`config.mk`:
```
export PLATFORM = sky130hd
export DESIGN_NAME = seq_divider_flat
export DESIGN_NICKNAME = d
export VERILOG_FILES = /design/src/rtl/seq_divider_if.sv /design/src/rtl/seq_divider.sv /design/src/flat_wrapper.sv
export SDC_FILE = /design/constraint.sdc
export NUM_CORES = 1
export LEC_CHECK = 0
export ABC_AREA = 1
export BUFFER_PORTS_ARGS = -buffer_cell sky130_fd_sc_hd__buf_2
export CAP_MARGIN = 20
export CORE_MARGIN = 1.5
export CORE_UTILIZATION = 50
export CTS_BUF_LIST = sky130_fd_sc_hd__clkbuf_8
export DETAILED_ROUTE_END_ITERATION = 8
export GPL_ROUTABILITY_DRIVEN = 0
export PLACE_DENSITY = 0.67
export SLEW_MARGIN = 10
export SYNTH_ARGS = -nofsm -noshare
export SYNTH_HDL_FRONTEND = slang
export SYNTH_SLANG_ARGS = --single-unit
```
`constraint.sdc`:
```
create_clock -name clk -period 8.4 [get_ports clk]
set_clock_uncertainty 0.15 [all_clocks]
set_input_delay 0.84 -clock clk [delete_from_list [all_inputs] [get_ports clk]]
set_output_delay 0.84 -clock clk [all_outputs]
set_load 0.03 [all_outputs]
```
`src/rtl/seq_divider_if.sv`:
```
// Request/response bundle for seq_divider: operand handshake in, results and status out.
interface seq_divider_if #(
  parameter int unsigned WIDTH = 32
);
  logic             start;
  logic [WIDTH-1:0] a;
  logic [WIDTH-1:0] b;
  logic             signctl;
  logic             remainder_out;
  logic             busy;
  logic             done;
  logic [WIDTH-1:0] q;
  logic [WIDTH-1:0] r;
  logic [WIDTH-1:0] result;
  logic             dbz;

  modport master (
    output start, a, b, signctl, remainder_out,
    input  busy, done, q, r, result, dbz
  );

  modport slave (
    input  start, a, b, signctl, remainder_out,
    output busy, done, q, r, result, dbz
  );
endinterface

```
`src/rtl/seq_divider.sv`:
```
// Radix-2 restoring divider, one quotient bit per cycle, signed/unsigned with
// truncating quotient and dividend-signed remainder.
module seq_divider #(
  parameter int unsigned WIDTH = 32
) (
  input logic         clk,
  input logic         rst,
  seq_divider_if.slave bus
);
  localparam int unsigned CW = (WIDTH > 1) ? $clog2(WIDTH) : 1;

  typedef enum logic [1:0] {IDLE, ITER, FIX} state_t;

  state_t           state;
  logic [WIDTH-1:0] dvd;
  logic [WIDTH-1:0] dsr;
  logic [WIDTH-1:0] rem;
  logic [CW-1:0]    cnt;
  logic             neg_q;
  logic             neg_r;
  logic             rsel;
  logic             dz;
  logic             busy_r;
  logic             done_r;
  logic             dbz_r;
  logic [WIDTH-1:0] q_r;
  logic [WIDTH-1:0] r_r;
  logic [WIDTH-1:0] res_r;

  logic [WIDTH-1:0] a_mag;
  logic [WIDTH-1:0] b_mag;
  logic [WIDTH:0]   rem_sh;
  logic [WIDTH-1:0] rem_sub;
  logic [WIDTH-1:0] q_fix;
  logic [WIDTH-1:0] r_fix;

  always_comb begin
    a_mag   = (bus.signctl && bus.a[WIDTH-1]) ? -bus.a : bus.a;
    b_mag   = (bus.signctl && bus.b[WIDTH-1]) ? -bus.b : bus.b;
    // one extra bit so the compare against a divisor up to 2^WIDTH-1 cannot wrap
    rem_sh  = {rem, dvd[WIDTH-1]};
    rem_sub = rem_sh[WIDTH-1:0] - dsr;
    q_fix   = neg_q ? -dvd : dvd;
    r_fix   = neg_r ? -rem : rem;
  end

  always_ff @(posedge clk or posedge rst) begin
    if (rst) begin
      state  <= IDLE;
      dvd    <= '0;
      dsr    <= '0;
      rem    <= '0;
      cnt    <= '0;
      neg_q  <= 1'b0;
      neg_r  <= 1'b0;
      rsel   <= 1'b0;
      dz     <= 1'b0;
      busy_r <= 1'b0;
      done_r <= 1'b0;
      dbz_r  <= 1'b0;
      q_r    <= '0;
      r_r    <= '0;
      res_r  <= '0;
    end else begin
      done_r <= 1'b0;
      case (state)
        IDLE: begin
          if (bus.start) begin
            rsel   <= bus.remainder_out;
            neg_q  <= bus.signctl & (bus.a[WIDTH-1] ^ bus.b[WIDTH-1]);
            neg_r  <= bus.signctl & bus.a[WIDTH-1];
            dsr    <= b_mag;
            cnt    <= '0;
            busy_r <= 1'b1;
            if (bus.b == '0) begin
              // Qmag = all ones and Rmag = |a| make the sign fix-up yield the
              // defined divide-by-zero results (q = -1/+1/all-ones, r = a)
              dz    <= 1'b1;
              dvd   <= '1;
              rem   <= a_mag;
              state <= FIX;
            end else begin
              dz    <= 1'b0;
              dvd   <= a_mag;
              rem   <= '0;
              state <= ITER;
            end
          end
        end
        ITER: begin
          if (rem_sh >= {1'b0, dsr}) begin
            rem <= rem_sub;
            dvd <= {dvd[WIDTH-2:0], 1'b1};
          end else begin
            rem <= rem_sh[WIDTH-1:0];
            dvd <= {dvd[WIDTH-2:0], 1'b0};
          end
          cnt <= cnt + 1'b1;
          if (cnt == CW'(WIDTH - 1)) state <= FIX;
        end
        FIX: begin
          q_r    <= q_fix;
          r_r    <= r_fix;
          res_r  <= rsel ? r_fix : q_fix;
          dbz_r  <= dz;
          done_r <= 1'b1;
          busy_r <= 1'b0;
          state  <= IDLE;
        end
        default: state <= IDLE;
      endcase
    end
  end

  assign bus.busy   = busy_r;
  assign bus.done   = done_r;
  assign bus.q      = q_r;
  assign bus.r      = r_r;
  assign bus.result = res_r;
  assign bus.dbz    = dbz_r;
endmodule

```
`src/flat_wrapper.sv`:
```
// flat-port wrapper written by rule: the top's interface ports become plain ports
module seq_divider_flat 
#(
  parameter int unsigned WIDTH = 32
)
  (clk, rst, bus_start, bus_a, bus_b, bus_signctl, bus_remainder_out, bus_busy, bus_done, bus_q, bus_r, bus_result, bus_dbz);
  seq_divider_if #(.WIDTH(WIDTH)) bus_i ();
  input logic clk;
  input logic rst;
  input wire logic [$bits(bus_i.start)-1:0] bus_start;
  input wire logic [$bits(bus_i.a)-1:0] bus_a;
  input wire logic [$bits(bus_i.b)-1:0] bus_b;
  input wire logic [$bits(bus_i.signctl)-1:0] bus_signctl;
  input wire logic [$bits(bus_i.remainder_out)-1:0] bus_remainder_out;
  output wire logic [$bits(bus_i.busy)-1:0] bus_busy;
  output wire logic [$bits(bus_i.done)-1:0] bus_done;
  output wire logic [$bits(bus_i.q)-1:0] bus_q;
  output wire logic [$bits(bus_i.r)-1:0] bus_r;
  output wire logic [$bits(bus_i.result)-1:0] bus_result;
  output wire logic [$bits(bus_i.dbz)-1:0] bus_dbz;
  assign bus_i.start = bus_start;
  assign bus_i.a = bus_a;
  assign bus_i.b = bus_b;
  assign bus_i.signctl = bus_signctl;
  assign bus_i.remainder_out = bus_remainder_out;
  assign bus_busy = bus_i.busy;
  assign bus_done = bus_i.done;
  assign bus_q = bus_i.q;
  assign bus_r = bus_i.r;
  assign bus_result = bus_i.result;
  assign bus_dbz = bus_i.dbz;
  seq_divider #(.WIDTH(WIDTH)) u_core (.clk(clk), .rst(rst), .bus(bus_i));
endmodule
```
==> run summary, run 1 <==
Vias in the first global route - 14.9k
Slew margin rel. - 0.337
Final setup vio count - 0
Post-Route Setup TNS - 0 ns
#FFs+latches synth - 206
Final Critical Period - 3.91 ns
Overall power - 8.50 mW
Main combinational cell family by area after synthesis - simple AND/OR/NAND/NOR gates
CP max-delay cell - inv_2
Clk pwr share - 0.108
Mux share of post-synthesis cell area - 0
ANT cells - 0
Multi-input logic area - 8820 um^2
Vias per cell - 5.60
R2R cell count - 9
Synth Net Count - 2459
Main synth FF type - dfrtp_1
LEAKAGE - 8.90 nW
Mapped Cells - 2351
Clk sink count - 206
Post-DP Area - 16500 um^2
Slew Limit Fails - 0
Register area share after synthesis - 0.333
Peak Freq - 256 MHz
Net count of the finished layout - 2595
WP data required - 8.72 ns
Startpoint types - register
Sw power - 4.83 mW
GRT overflow - 0
Final Util - 0.563
Most frequent cells in the layout - 704 x nand2_1, 303 x nor2_1, 287 x inv_1
Flop pwr share - 0.234
Sw Share - 0.568
Comb pwr share - 0.658
Clock Tree Buf Depth - 3
CTS tree - built
Mapped Area - 15500 um^2
GRT Resource Usage Total - 0.325
DRC - 0
Initial Utilization - 0.507
Ports - 168
First-pass GRT wire length - 80100 um
Data arrival, critical path - 4.23 ns
# H-tree levels - 2
Initial antenna violation count - 0
Fill cell count - 3063
Most common cell after layout, fill and taps aside - nand2_1
Die Ht - 179 um
Crit path kind - reg -> reg
R2r setup slk - 4.49 ns
Worst min-delay path class - in -> async
Synth cell types - 49
Port Buffers - 167
Synth Area in Compound Gates - 0.116
Asr flop ratio synth - 1.00
Worst R2R Start - u_core.state[0]
Synth Area in Simple Gates - 0.374
Post-synth EDFFs - 0
DRT Wirelength - 51800 um
Syn Area/Cell - 6.58 um^2
Crit path max fanout - 65
Cells along the critical path - inv_1, nand3_2, inv_2, nor2_4, buf_4, inv_2, buf_4, o21ai_0, o21ai_0
Dpl ws - 4.24 ns
Power density over the cells - 495 nW/um^2
Pint - 3.67 mW
Post-Synth Adder-Cell Area - 0.0320
Part of the cycle the worst path needs - 0.466
Max IR drop VDD - 160 uV
Post-CTS sizing - 0
Slowest stage delay, CP - 0.71 ns
Area grow syn2layout - 11.1%
RSZ-0062 raised after global routing - false
Core Box Area - 30500 um^2
Syn. warnings - 0
Cts hold-fix bufs - 0
Clk pin slew, worst setup/hold paths - 0.07 ns
Vias post-DR - 16.3k
Root buffer cell - clkbuf_8
Final Hold Vio Count - 0
Worst Max-Slew Pin Slew - 0.995 ns
Die width - 179 um
Die area - 32000 um^2
Layout cell share with drive strength beyond 1 - 0.126
Largest net degree at the start of global routing - 75
Seq. cell area - 5150 um^2
Postcts setup bufs - 0
Mean routed wirelength per cell - 17.8 um
Max Cap Violations - 0
Worst-Skew Late Latency - 0.56 ns
Design area - 17200 um^2
Num rows - 64
Antenna viol nets, final - 0
Pre-antenna DRT Iters - 7
Post-Synth XOR/XNOR Area - 0.0482
CP Capture Type - register
TritonCTS Buffers - 37
RR Endpoint - u_core.dvd[9]
DP HPWL - 40400 um
DR iter-0 viols - 1707
Setup slack after layout - 4.49 ns
Run status - completed
## cell families after synthesis
group / count (synthesis)
flops: 206
fa+ha+maj: 39
simple gates: 1345
xor+xnor: 85
compound gates: 311
buf+inv: 365
## routing by layer
layer | part of all wire | up-vias | track usage
met5 | 0 | - | 0
met4 | 0.037 | 0 | 0.123
met3 | 0.10 | 128 | 0.0755
met2 | 0.42 | 804 | 0.488
met1 | 0.44 | 7552 | 0.453
li1 | - | 7791 | -
## stage by stage
stage | hold slack (ns) | instances
floorplan | 0.299 | 2351
global placement | 0.309 | 2844
detailed placement | 0.311 | 2844
CTS | 0.171 | 2906
global route | 0.204 | 2906
finish | 0.172 | 2906
## power groups by stage
| stage | Clock, mW | Combinational, mW | Sequential [mW] |
|---|---|---|---|
| 6_report | 0.922 | 5.59 | 1.99 |
| 3_5_place_dp | 0 | 5.48 | 1.97 |
| 2_1_floorplan | 0 | 3.60 | 2.24 |
| 5_1_grt | 0.973 | 6.17 | 2.03 |
| 3_3_place_gp | 0 | 5.40 | 1.96 |
| 4_1_cts | 0.930 | 5.50 | 1.96 |
## worst max-delay path by stage
stage                      endpoint  cells past startpoint            start  slack [ns]
floorplan           u_core.bus.busy                      1              rst        1.79
detailed placement   u_core.dvd[12]                      9        bus_start        4.24
CTS                  u_core.dvd[14]                      9  u_core.state[0]        4.58
finish                u_core.dvd[9]                      9  u_core.state[0]        4.49
global placement    u_core.state[1]                      9        bus_start        4.38
global route         u_core.dvd[10]                      9  u_core.state[0]        4.11
## synthesized netlist by cell type, drive strengths merged (3+ instances only)
cell type  number  area share
o22ai          10      0.0040
nand2         715        0.18
a22o            3      0.0017
xnor2          19       0.011
inv           280       0.068
clkinv          3     0.00073
nor3           24      0.0098
o221ai          3      0.0017
a31oi          28       0.011
o211ai          6      0.0029
nand3         220       0.073
and2            3      0.0012
nor2          325       0.085
o31ai           3      0.0015
nand3b         19       0.010
o21ai         146       0.048
ha             38       0.031
nand4          31       0.014
a21oi         103       0.040
or2             6      0.0024
dfrtp         206        0.33
buf            32       0.016
clkbuf         50       0.012
o21bai          3      0.0015
xor2           66       0.037
## state kept, by name (all words and copies together) (netlist names)
| name | count |
|---|---|
| u_core.dsr | 32 |
| u_core.bus.result | 32 |
| u_core.bus.q | 32 |
| u_core.rem | 32 |
| u_core.dz | 1 |
| u_core.cnt | 5 |
| u_core.bus.dbz | 1 |
| u_core.rsel | 1 |
| u_core.state | 2 |
| u_core.neg_q | 1 |
| u_core.bus.r | 32 |
| u_core.neg_r | 1 |
| u_core.bus.busy | 1 |
| u_core.dvd | 32 |
| u_core.bus.done | 1 |
## layout make-up
class	count	share of cell area
flip-flops and latches	206	0.300
clock buffers	42	0.0337
multi-input cells	1780	0.513
repair buffers	179	0.0539
clock inverters	20	0.00765
well taps	396	0.0289
inverters	283	0.0623
## worst max-delay path, delay by kind of cell, from the launching register on
kind / cells / cell delay (ns)
AOI/OAI and AO/OA: 2 / 0.40
buffers and inverters: 5 / 2.07
DFF: 1 / 0.41
and+or+nand+nor: 2 / 0.73
No activity file was read; power rests on OpenSTA's default activity.
==> run 2, diff against run 1 <==
--- a/config.mk
+++ b/config.mk
@@ -13,7 +13,7 @@
 export CTS_BUF_LIST = sky130_fd_sc_hd__clkbuf_8
 export DETAILED_ROUTE_END_ITERATION = 8
 export GPL_ROUTABILITY_DRIVEN = 0
-export PLACE_DENSITY = 0.67
+export PLACE_DENSITY = 0.69
 export SLEW_MARGIN = 10
 export SYNTH_ARGS = -nofsm -noshare
 export SYNTH_HDL_FRONTEND = slang
==> constraint.sdc (replaced) <==
create_clock -name clk -period 3.5 [get_ports clk]
set_clock_uncertainty 0.15 [all_clocks]
set_input_delay 0.35 -clock clk [delete_from_list [all_inputs] [get_ports clk]]
set_output_delay 0.35 -clock clk [all_outputs]
set_load 0.03 [all_outputs]
==> run 2 against run 1 <==
Net effect:
- clock power is 150% higher
- combinational power up 140%
- utilization increased by 0.93 points
- via count grew 1.1%
- sequential share of layout area down 0.49 points
- first-iteration DRC count up 16%
- global-route usage rose by 0.90 points
- die area is the same
==> run summary, run 2 (synthesis results as in run 1) <==
Max IR drop VDD - 431 uV (+170%)
DRC - 0 (unchanged)
DR iter-0 viols - 1983 (+16%)
Hold_ws - 0.00983 ns (-0.163 ns)
Vias post-DR - 16.5k (+1.1%)
Most common cell after layout, fill and taps aside - nand2_1
Num rows - 64 (unchanged)
Clock Tree Buf Depth - 3 (unchanged)
# H-tree levels - 2 (unchanged)
Final cell count without fillers - 2934 (+0.96%)
Peak Freq - 327 MHz (+28%)
Vias in the first global route - 15.1k (+1.6%)
Crit path max fanout - 33 (-49%)
Largest net degree at the start of global routing - 109 (+45%)
Most used cell, CP - nand2_1
CP max-delay cell - dfrtp_1
Worst-Skew Late Latency - 0.55 ns (about the same)
Antenna viol nets, final - 0 (unchanged)
TritonCTS Buffers - 37 (unchanged)
CP Capture Type - register
Area grow syn2layout - 12.9%
Initial Utilization - 0.507 (unchanged)
Most frequent cells in the layout - 704 x nand2_1, 303 x nor2_1, 286 x inv_1
Final Hold Vio Count - 0 (unchanged)
DRT Wirelength - 53100 um (+2.4%)
LEAKAGE - 9.02 nW (+1.4%)
Overall power - 20.5 mW (+140%)
Initial antenna violation count - 0 (unchanged)
Clk sink count - 206 (unchanged)
Worst R2R Start - u_core.rem[19]
RSZ-0062 raised after global routing - false
WP buf/inv - 1 (-4)
Max Cap Violations - 0 (unchanged)
Top delay family on crit path - simple AND/OR/NAND/NOR gates
R2R cell count - 14 (+5)
ANT cells - 0 (unchanged)
Die Ht - 179 um (unchanged)
Power density over the cells - 1180 nW/um^2 (+140%)
Cells along the critical path - ha_1, nand2_1, inv_1, nand2_1, nand2_1, nand2_1, nand2_1, nand2_1, nand3_2, nor2_4, nand2_4, nand2_1, nand3_1, a21oi_2
Mean routed wirelength per cell - 18.1 um (+1.5%)
Ports - 168 (unchanged)
Post-Route Setup TNS - 0 ns (unchanged)
Worst min-delay path class - in -> reg
Startpoint types - register
Pre-antenna DRT Iters - 6 (-1)
Crit path kind - reg -> reg
Net count of the finished layout - 2619 (+0.92%)
Final Util - 0.572 (+0.00935)
Slowest stage delay, CP - 0.48 ns (-0.23 ns)
Vias per cell - 5.61 (+0.16%)
R2r setup slk - 0.45 ns (-4.04 ns)
Clk pin slew, worst setup/hold paths - 0.06 ns (about the same)
Core Box Area - 30500 um^2 (unchanged)
Postcts setup bufs - 0 (unchanged)
First-pass GRT wire length - 82700 um (+3.3%)
GRT Resource Usage Total - 0.334 (+0.00902)
Design area - 17500 um^2 (+1.7%)
Final setup vio count - 0 (unchanged)
Setup slack after layout - 0.446 ns (-4.04 ns)
Dpl ws - 0.361 ns (-3.88 ns)
RR Endpoint - u_core.rem[11]
Worst Max-Slew Pin Slew - 0.783 ns (-0.212 ns)
WP data required - 3.82 ns (-4.90 ns)
Data arrival, critical path - 3.38 ns (-0.85 ns)
CP startpoint - u_core.rem[19]
WP depth - 14 (+5)
GRT overflow - 0 (unchanged)
Final Critical Period - 3.05 ns (-0.858 ns)
DP HPWL - 41300 um (+2.3%)
Slew margin rel. - 0.474 (+0.137)
Slew Limit Fails - 0 (unchanged)
Placed Cells - 2854 (+0.35%)
Die width - 179 um (unchanged)
Worst setup path end - u_core.rem[11]
Post-DP Area - 16600 um^2 (+0.74%)
Layout cell share with drive strength beyond 1 - 0.131 (+0.00492)
Run status - completed
CTS tree - built
Die area - 32000 um^2 (unchanged)
Part of the cycle the worst path needs - 0.873 (+0.407)
Root buffer cell - clkbuf_8
Port Buffers - 167 (unchanged)
==> run 2: cell type report <==
cell class | instances | area [um^2]
Clock buffer | 47 | 647
Inverter | 283 | 1070
Timing Repair Buffer | 202 | 1180
Sequential cell | 206 | 5150
Multi-Input combinational cell | 1781 | 8820
Tap cell | 396 | 495
Clock inverter | 19 | 90.1
Fill cell | 3037 | 13100
==> run 2: report_power, final <==
group / internal (mW) / total, mW / switching, mW
Sequential: 3.58 / 4.63 / 1.05
Clock: 1.21 / 2.29 / 1.08
Combinational: 4.13 / 13.6 / 9.48
==> run 2: worst min-delay path, stage by stage <==
cell	delay, ns
buf_2	0.09
nand2_1	0.05
nand3_1	0.08
o21ai_0	0.08
==> run 2: worst min path at each step <==
stage / cells past startpoint / from / slack [ns] / to
3_3_place_gp: 2 / u_core.bus.r[5] / 0.31 / u_core.bus.r[5]
3_5_place_dp: 2 / u_core.bus.q[8] / 0.31 / u_core.bus.q[8]
5_1_grt: 4 / bus_b[29] / 0.01 / u_core.dsr[29]
2_1_floorplan: 2 / u_core.dsr[26] / 0.30 / u_core.dsr[26]
4_1_cts: 3 / bus_b[22] / 0.001 / u_core.dsr[22]
6_report: 4 / bus_b[29] / 0.01 / u_core.dsr[29]
==> run 2: what timing repair did <==
item / CTS / global route
hold buffers: 13 / 0
gates resized for setup: 0 / 0
setup endpoints to repair: 0 / 1
endpoints found under the hold margin: 40 / 0
==> run 2: metal layers <==
| layer | vias to the layer above | global-route usage | wire length, um |
|---|---|---|---|
| li1 | 7868 | - | - |
| met1 | 7567 | 0.480 | 23500 |
| met2 | 913 | 0.491 | 21900 |
| met3 | 110 | 0.0706 | 5740 |
| met4 | 0 | 0.124 | 1930 |
| met5 | - | 0 | 0 |
